File: src/rtl/cycle_sequencer_if.sv
// Sequencer control/bus bundle shared with the microcode side.
// Master drives the request inputs, slave is the sequencer.
interface cycle_sequencer_if #(
  parameter int STEPS  = 4,
  parameter int CYCLES = 8
);
  logic              i_Enable;
  logic              i_Stall;
  logic              i_IR_Fetch;
  logic              i_Halt_Req;
  logic              i_Wake;
  logic [7:0]        i_Bus_Data;
  logic [STEPS-1:0]  o_Cycle_Step;
  logic [CYCLES-1:0] o_Cycle_Count;
  logic [7:0]        o_Instruction;
  logic              o_CB_Prefix;
  logic              o_Halted;
  logic              o_Overflow;

  modport master (
    output i_Enable,
    output i_Stall,
    output i_IR_Fetch,
    output i_Halt_Req,
    output i_Wake,
    output i_Bus_Data,
    input  o_Cycle_Step,
    input  o_Cycle_Count,
    input  o_Instruction,
    input  o_CB_Prefix,
    input  o_Halted,
    input  o_Overflow
  );

  modport slave (
    input  i_Enable,
    input  i_Stall,
    input  i_IR_Fetch,
    input  i_Halt_Req,
    input  i_Wake,
    input  i_Bus_Data,
    output o_Cycle_Step,
    output o_Cycle_Count,
    output o_Instruction,
    output o_CB_Prefix,
    output o_Halted,
    output o_Overflow
  );
endinterface

File: src/rtl/cycle_sequencer.sv
// T-state / M-cycle timing generator with opcode latch,
// CB-prefix tracking, HALT and stall.
module cycle_sequencer #(
  parameter int         STEPS        = 4,
  parameter int         CYCLES       = 8,
  parameter logic [7:0] RESET_OPCODE = 8'h00
) (
  input  logic        i_Clk,
  input  logic        i_Reset_n,
  cycle_sequencer_if.slave bus
);

  typedef enum logic {
    RUN  = 1'b0,
    HALT = 1'b1
  } state_t;

  typedef struct packed {
    state_t            st;
    logic [STEPS-1:0]  step;
    logic [CYCLES-1:0] count;
    logic [7:0]        ir;
    logic              cb;
    logic              ovf;
  } seq_t;

  localparam logic [STEPS-1:0]  STEP_ONE = STEPS'(1);
  localparam logic [CYCLES-1:0] CNT_ONE  = CYCLES'(1);
  localparam logic [7:0]        CB_OP    = 8'hCB;

  seq_t q;
  seq_t d;

  logic adv;
  logic mc_end;
  logic cnt_last;

  assign adv      = bus.i_Enable & ~bus.i_Stall;
  assign mc_end   = q.step[STEPS-1];
  assign cnt_last = q.count[CYCLES-1];

  // State register; everything the outputs show lives here.
  always_ff @(posedge i_Clk or negedge i_Reset_n) begin
    if (!i_Reset_n) begin
      q.st    <= RUN;
      q.step  <= STEP_ONE;
      q.count <= CNT_ONE;
      q.ir    <= RESET_OPCODE;
      q.cb    <= 1'b0;
      q.ovf   <= 1'b0;
    end else begin
      q <= d;
    end
  end

  // Next-state: step rotation, M-cycle advance, fetch, halt, wake.
  always_comb begin
    d = q;
    if (adv) begin
      unique case (q.st)
        RUN: begin
          d.step = {q.step[STEPS-2:0], q.step[STEPS-1]};
          unique case (1'b1)
            (mc_end && bus.i_IR_Fetch): begin
              d.count = CNT_ONE;
              d.ir    = bus.i_Bus_Data;
              d.cb    = (q.ir == CB_OP) && !q.cb;
              if (bus.i_Halt_Req) begin
                d.st   = HALT;
                d.step = STEP_ONE;
              end
            end
            (mc_end && !bus.i_IR_Fetch && cnt_last): begin
              d.count = CNT_ONE;
              d.ovf   = 1'b1;
            end
            (mc_end && !bus.i_IR_Fetch && !cnt_last): begin
              d.count = {q.count[CYCLES-2:0], 1'b0};
            end
            default: begin
              d.count = q.count;
            end
          endcase
        end
        HALT: begin
          d.step  = STEP_ONE;
          d.count = CNT_ONE;
          if (bus.i_Wake) begin
            d.st = RUN;
          end
        end
        default: begin
          d.st = RUN;
        end
      endcase
    end
  end

  // Outputs are straight register taps.
  assign bus.o_Cycle_Step  = q.step;
  assign bus.o_Cycle_Count = q.count;
  assign bus.o_Instruction = q.ir;
  assign bus.o_CB_Prefix   = q.cb;
  assign bus.o_Halted      = (q.st == HALT);
  assign bus.o_Overflow    = q.ovf;

  // Both timing vectors must stay exactly one-hot.
  a_step_onehot : assert property (
    @(posedge i_Clk) disable iff (!i_Reset_n)
    $onehot(q.step)
  );

  a_count_onehot : assert property (
    @(posedge i_Clk) disable iff (!i_Reset_n)
    $onehot(q.count)
  );

endmodule

File: src/flat_wrapper.sv
// flat-port wrapper written by rule: the top's interface ports become plain ports
module cycle_sequencer_flat 
#(
  parameter int         STEPS        = 4,
  parameter int         CYCLES       = 8,
  parameter logic [7:0] RESET_OPCODE = 8'h00
)
  (i_Clk, i_Reset_n, bus_i_Enable, bus_i_Stall, bus_i_IR_Fetch, bus_i_Halt_Req, bus_i_Wake, bus_i_Bus_Data, bus_o_Cycle_Step, bus_o_Cycle_Count, bus_o_Instruction, bus_o_CB_Prefix, bus_o_Halted, bus_o_Overflow);
  cycle_sequencer_if #(.STEPS(STEPS), .CYCLES(CYCLES)) bus_i ();
  input  logic i_Clk;
  input  logic i_Reset_n;
  input wire logic [$bits(bus_i.i_Enable)-1:0] bus_i_Enable;
  input wire logic [$bits(bus_i.i_Stall)-1:0] bus_i_Stall;
  input wire logic [$bits(bus_i.i_IR_Fetch)-1:0] bus_i_IR_Fetch;
  input wire logic [$bits(bus_i.i_Halt_Req)-1:0] bus_i_Halt_Req;
  input wire logic [$bits(bus_i.i_Wake)-1:0] bus_i_Wake;
  input wire logic [$bits(bus_i.i_Bus_Data)-1:0] bus_i_Bus_Data;
  output wire logic [$bits(bus_i.o_Cycle_Step)-1:0] bus_o_Cycle_Step;
  output wire logic [$bits(bus_i.o_Cycle_Count)-1:0] bus_o_Cycle_Count;
  output wire logic [$bits(bus_i.o_Instruction)-1:0] bus_o_Instruction;
  output wire logic [$bits(bus_i.o_CB_Prefix)-1:0] bus_o_CB_Prefix;
  output wire logic [$bits(bus_i.o_Halted)-1:0] bus_o_Halted;
  output wire logic [$bits(bus_i.o_Overflow)-1:0] bus_o_Overflow;
  assign bus_i.i_Enable = bus_i_Enable;
  assign bus_i.i_Stall = bus_i_Stall;
  assign bus_i.i_IR_Fetch = bus_i_IR_Fetch;
  assign bus_i.i_Halt_Req = bus_i_Halt_Req;
  assign bus_i.i_Wake = bus_i_Wake;
  assign bus_i.i_Bus_Data = bus_i_Bus_Data;
  assign bus_o_Cycle_Step = bus_i.o_Cycle_Step;
  assign bus_o_Cycle_Count = bus_i.o_Cycle_Count;
  assign bus_o_Instruction = bus_i.o_Instruction;
  assign bus_o_CB_Prefix = bus_i.o_CB_Prefix;
  assign bus_o_Halted = bus_i.o_Halted;
  assign bus_o_Overflow = bus_i.o_Overflow;
  cycle_sequencer #(.STEPS(STEPS), .CYCLES(CYCLES), .RESET_OPCODE(RESET_OPCODE)) u_core (.i_Clk(i_Clk), .i_Reset_n(i_Reset_n), .bus(bus_i));
endmodule
File: config.mk
export PLATFORM = sky130hd
export DESIGN_NAME = cycle_sequencer_flat
export DESIGN_NICKNAME = d
export VERILOG_FILES = /design/src/rtl/cycle_sequencer_if.sv /design/src/rtl/cycle_sequencer.sv /design/src/flat_wrapper.sv
export SDC_FILE = /design/constraint.sdc
export NUM_CORES = 1
export LEC_CHECK = 0
export BUFFER_PORTS_ARGS = -buffer_cell sky130_fd_sc_hd__buf_2
export CAP_MARGIN = 10
export CORE_MARGIN = 5
export CORE_UTILIZATION = 45
export CTS_BUF_LIST = sky130_fd_sc_hd__clkbuf_4
export DETAILED_ROUTE_END_ITERATION = 10
export PLACE_DENSITY = 0.76
export RECOVER_POWER = 50
export REMOVE_ABC_BUFFERS = 1
export SLEW_MARGIN = 20
export SYNTH_ARGS = -nofsm -noshare
export SYNTH_HDL_FRONTEND = slang
export SYNTH_SLANG_ARGS = --single-unit
File: constraint.sdc
create_clock -name i_Clk -period 1.35 [get_ports i_Clk]
set_input_delay 0.27 -clock i_Clk [delete_from_list [all_inputs] [get_ports i_Clk]]
set_output_delay 0.27 -clock i_Clk [all_outputs]
set_load 0.01 [all_outputs]
==> out/metrics.csv <==
stage,metric,value,unit
outcome,status,finished clean,
finish,non-filler instance count after layout,133,
yosys,"Top FF cell, synth",sky130_fd_sc_hd__dfrtp_1,
place,GP Congestion,0.668,
finish,fraction of layout instances using a drive strength above 1,0.453,
place,HPWL Detailed,1410,um
global_routing,maximum number of pins on one net before global-route repair,24,
finish,Fill cells,193,
timing,highest attainable clock frequency,0.792,GHz
finish,antenna fix cells,0,
floorplanning,Vert. Die Dim,55.3,um
floorplanning,core outline area,1960,sq um
power_and_ir_drop,Cell Pwr Density,886,nW/um^2
worst_setup_path,worst path cell trace,buf_2,
drt,wire per inst,13.4,um
cts,buffer levels on the longest clock path,2,
place,PortBufs,37,
yosys,"EDFF count, synth",0,
cts,CTS clock-pin slew for the worst setup and hold paths,0.13,ns
yosys,sequential element share of the synthesized area,0.626,
yosys,number of distinct standard cells referenced by the synthesized netlist,21,
yosys,mapped cell area,923,sq um
finish,Syn-to-layout area delta,28.7,%
hold_path,Tightest Hold Check Type,input pin to register,
hold_path,cell depth of the worst min-delay path,2,
yosys,Post-synth ARST share,1.00,
cts,master cell of the clock root buffer,sky130_fd_sc_hd__clkbuf_4,
power_and_ir_drop,Leakage Power,0.643,nW
cts,total CTS buffers,3,
timing,setup skew after layout,0.00956,ns
worst_setup_path,number of logic stages on the critical path including buffering,1,
timing,shortest clock period the worst path allows after layout,1.26,ns
drt,number of DRC markers after the initial detailed-route iteration,9,
place,post-place instance area,1160,sq um
drt,Via Count,665,
global_routing,antenna violations before repair,0,
cts,setup repair bufs after CTS,0,
yosys,dominant cell by count in the synthesized netlist,sky130_fd_sc_hd__dfrtp_1,
cts,TritonCTS clock tree,yes,
cts,CTS Sinks,23,
drt,mean number of vias per cell,5.00,
worst_setup_path,kind of start point of the critical path,register,
global_routing,gr ovfl total,0,
worst_setup_path,endpoint kind of the worst setup timing path,primary output,
floorplanning,Starting Density,0.471,
yosys,gate count after technology mapping,62,
power_and_ir_drop,IR Drop Worst-Case VDD,0.000614,V
yosys,number of warning messages in the yosys log,0,
worst_setup_path,total buffers and inverters traversed by the critical path,1,
timing,number of hold violations in the final report,0,
drt,first-pass detailed-route iteration total,4,
global_routing,all-layer global routing usage,0.117,
finish,share of the core filled with cells,0.606,
worst_setup_path,Worst Reg-to-Reg Cells,3,
worst_setup_path,type of the worst setup path,register to primary output,
cts,CTS H-tree lvls,1,
timing,setup repair after global routing missed its margin,false,
yosys,dominant cell type by area after synthesis,sky130_fd_sc_hd__dfrtp_1,
finish,nets@finish,122,
global_routing,first-pass GRT wire length,2920,um
place,minimum setup slack after placement,0.0296,ns
worst_setup_path,Critical Path Fanout Max,6,
floorplanning,top-level I/O count,38,
global_routing,number of global-route vias before repair,654,
worst_setup_path,worst endpoint required time,1.08,ns
worst_setup_path,CP max stage delay,0.51,ns
floorplanning,row cnt,16,
finish,Layout Cell Area excl Fill,1190,sq um
drt,overall routed net length,1780,um
yosys,most area-consuming cells after synthesis,"sky130_fd_sc_hd__dfrtp_1, sky130_fd_sc_hd__a22o_1, sky130_fd_sc_hd__mux2_2",
yosys,share of the synthesized area in the top cell type,0.569,
timing,period utilisation layout,0.935,
timing,sum of negative setup slack,0,ns
worst_setup_path,CP Data Arrival Time,0.99,ns
floorplanning,Horiz. Die Dim,55.3,um
timing,final slew viol count,0,
timing,Setup-failing EPs final,0,
cts,"Clk Latency, worst-skew pair",0.30,ns
timing,relative slew slack,0.640,
yosys,post-synthesis sequential element count,23,
floorplanning,overall die area,3060,sq um
yosys,Mapped Avg Cell Area,14.9,sq um
timing,worst path setup slack after routing,0.0879,ns
worst_setup_path,Worst path slowest cell,sky130_fd_sc_hd__dfrtp_1,
run,max_cap viols,0,
timing,actual slew at the worst max-slew pin,0.540,ns
place,cell count after placement,128,
drt,number of antenna-violating nets in the routed design,0,
drt,total DRC errors in the routed layout,0,
yosys,most frequent cells after synthesis,"sky130_fd_sc_hd__dfrtp_1, sky130_fd_sc_hd__a22o_1, sky130_fd_sc_hd__mux2_2",
worst_setup_path,Worst path top cell family by delay,flip-flops,
worst reg2reg max path, stage by stage (launching register included):
cell,delay (ns)
sky130_fd_sc_hd__dfrtp_1,0.49
sky130_fd_sc_hd__and3_1,0.22
sky130_fd_sc_hd__nor3_1,0.29
sky130_fd_sc_hd__a22o_1,0.19
layout by cell type, fill, tap and decap left out, types with 2 or more instances in the layout:
master                     instances
sky130_fd_sc_hd__a21oi_1           2
sky130_fd_sc_hd__dfrtp_1          21
sky130_fd_sc_hd__a22o_1           10
sky130_fd_sc_hd__clkbuf_4          3
sky130_fd_sc_hd__buf_2            28
sky130_fd_sc_hd__mux2_2            6
sky130_fd_sc_hd__clkbuf_1          8
sky130_fd_sc_hd__inv_1             3
sky130_fd_sc_hd__nand2_1           2
sky130_fd_sc_hd__dfstp_2           2
sky130_fd_sc_hd__buf_4             2
sky130_fd_sc_hd__mux2_1            3
final cells by class:
type	instances	area, sq um	share of cell area
clock buffers	3	22.5	0.0189
clock inverters	1	5.00	0.00421
inverters	3	11.3	0.00947
multi-input cells	36	338	0.284
flip-flops and latches	23	578	0.486
well taps	27	33.8	0.0284
repair buffers	40	200	0.168
per-stage QoR:
step / total power [mW] / hold WS [ns]
2_1_floorplan: 0.716 / -0.0256
3_3_place_gp: 0.756 / 0.258
3_5_place_dp: 0.756 / 0.262
4_1_cts: 1.06 / 0.133
5_1_grt: 1.09 / 0.136
6_report: 1.05 / 0.137
power by group:
group	leakage, nW	switching [mW]	internal, mW	total, mW
combinational	0.316	0.0304	0.0228	0.0532
clock	0.0177	0.198	0.110	0.308
sequential	0.309	0.000751	0.691	0.692
total	0.643	0.229	0.824	1.05
sequential cells by signal (all words and copies together), names as in the netlist:
register	cells
u_core.bus.o_Overflow	1
u_core.bus.o_Instruction	8
u_core.bus.o_Halted	1
u_core.bus.o_CB_Prefix	1
u_core.bus.o_Cycle_Step	4
u_core.bus.o_Cycle_Count	8
layer usage:
layer / share of wire / up-vias / GRT usage
met1: 0.41 / 324 / 0.143
met2: 0.53 / 19 / 0.201
li1: - / 320 / -
met3: 0.047 / 2 / 0.0210
met5: 0 / - / 0
met4: 0.015 / 0 / 0.0521
cells by family (layout without fill, tap and decap cells):
logic type,after synthesis,in the layout,share of synthesized area
DFF,23,23,0.626
AOI/OAI and AO/OA,15,15,0.127
and+or+nand+nor,12,12,0.125
muxes,9,9,0.110
buffers and inverters,3,47,0.0122
worst paths after layout:
kind                                               end  slack (ns)                   startpoint
min                                u_core.bus.o_Halted        0.14                   bus_i_Wake
max                                bus_o_Cycle_Step[3]        0.09   u_core.bus.o_Cycle_Step[3]
max reg2reg                 u_core.bus.o_Cycle_Step[1]        0.11   u_core.bus.o_Cycle_Step[3]
min in group asynchronous  u_core.bus.o_Cycle_Count[5]        0.48                    i_Reset_n
min reg2reg                u_core.bus.o_Cycle_Count[0]        0.47  u_core.bus.o_Cycle_Count[0]
max in group asynchronous  u_core.bus.o_Cycle_Count[0]        0.49                    i_Reset_n
what timing repair did:
item	in CTS	in global routing
endpoints found under the hold margin	21	0
hold buffers	1	0
resized for setup	0	1
endpoints found under the setup margin	0	7
No activity file was read; power rests on OpenSTA's default activity.
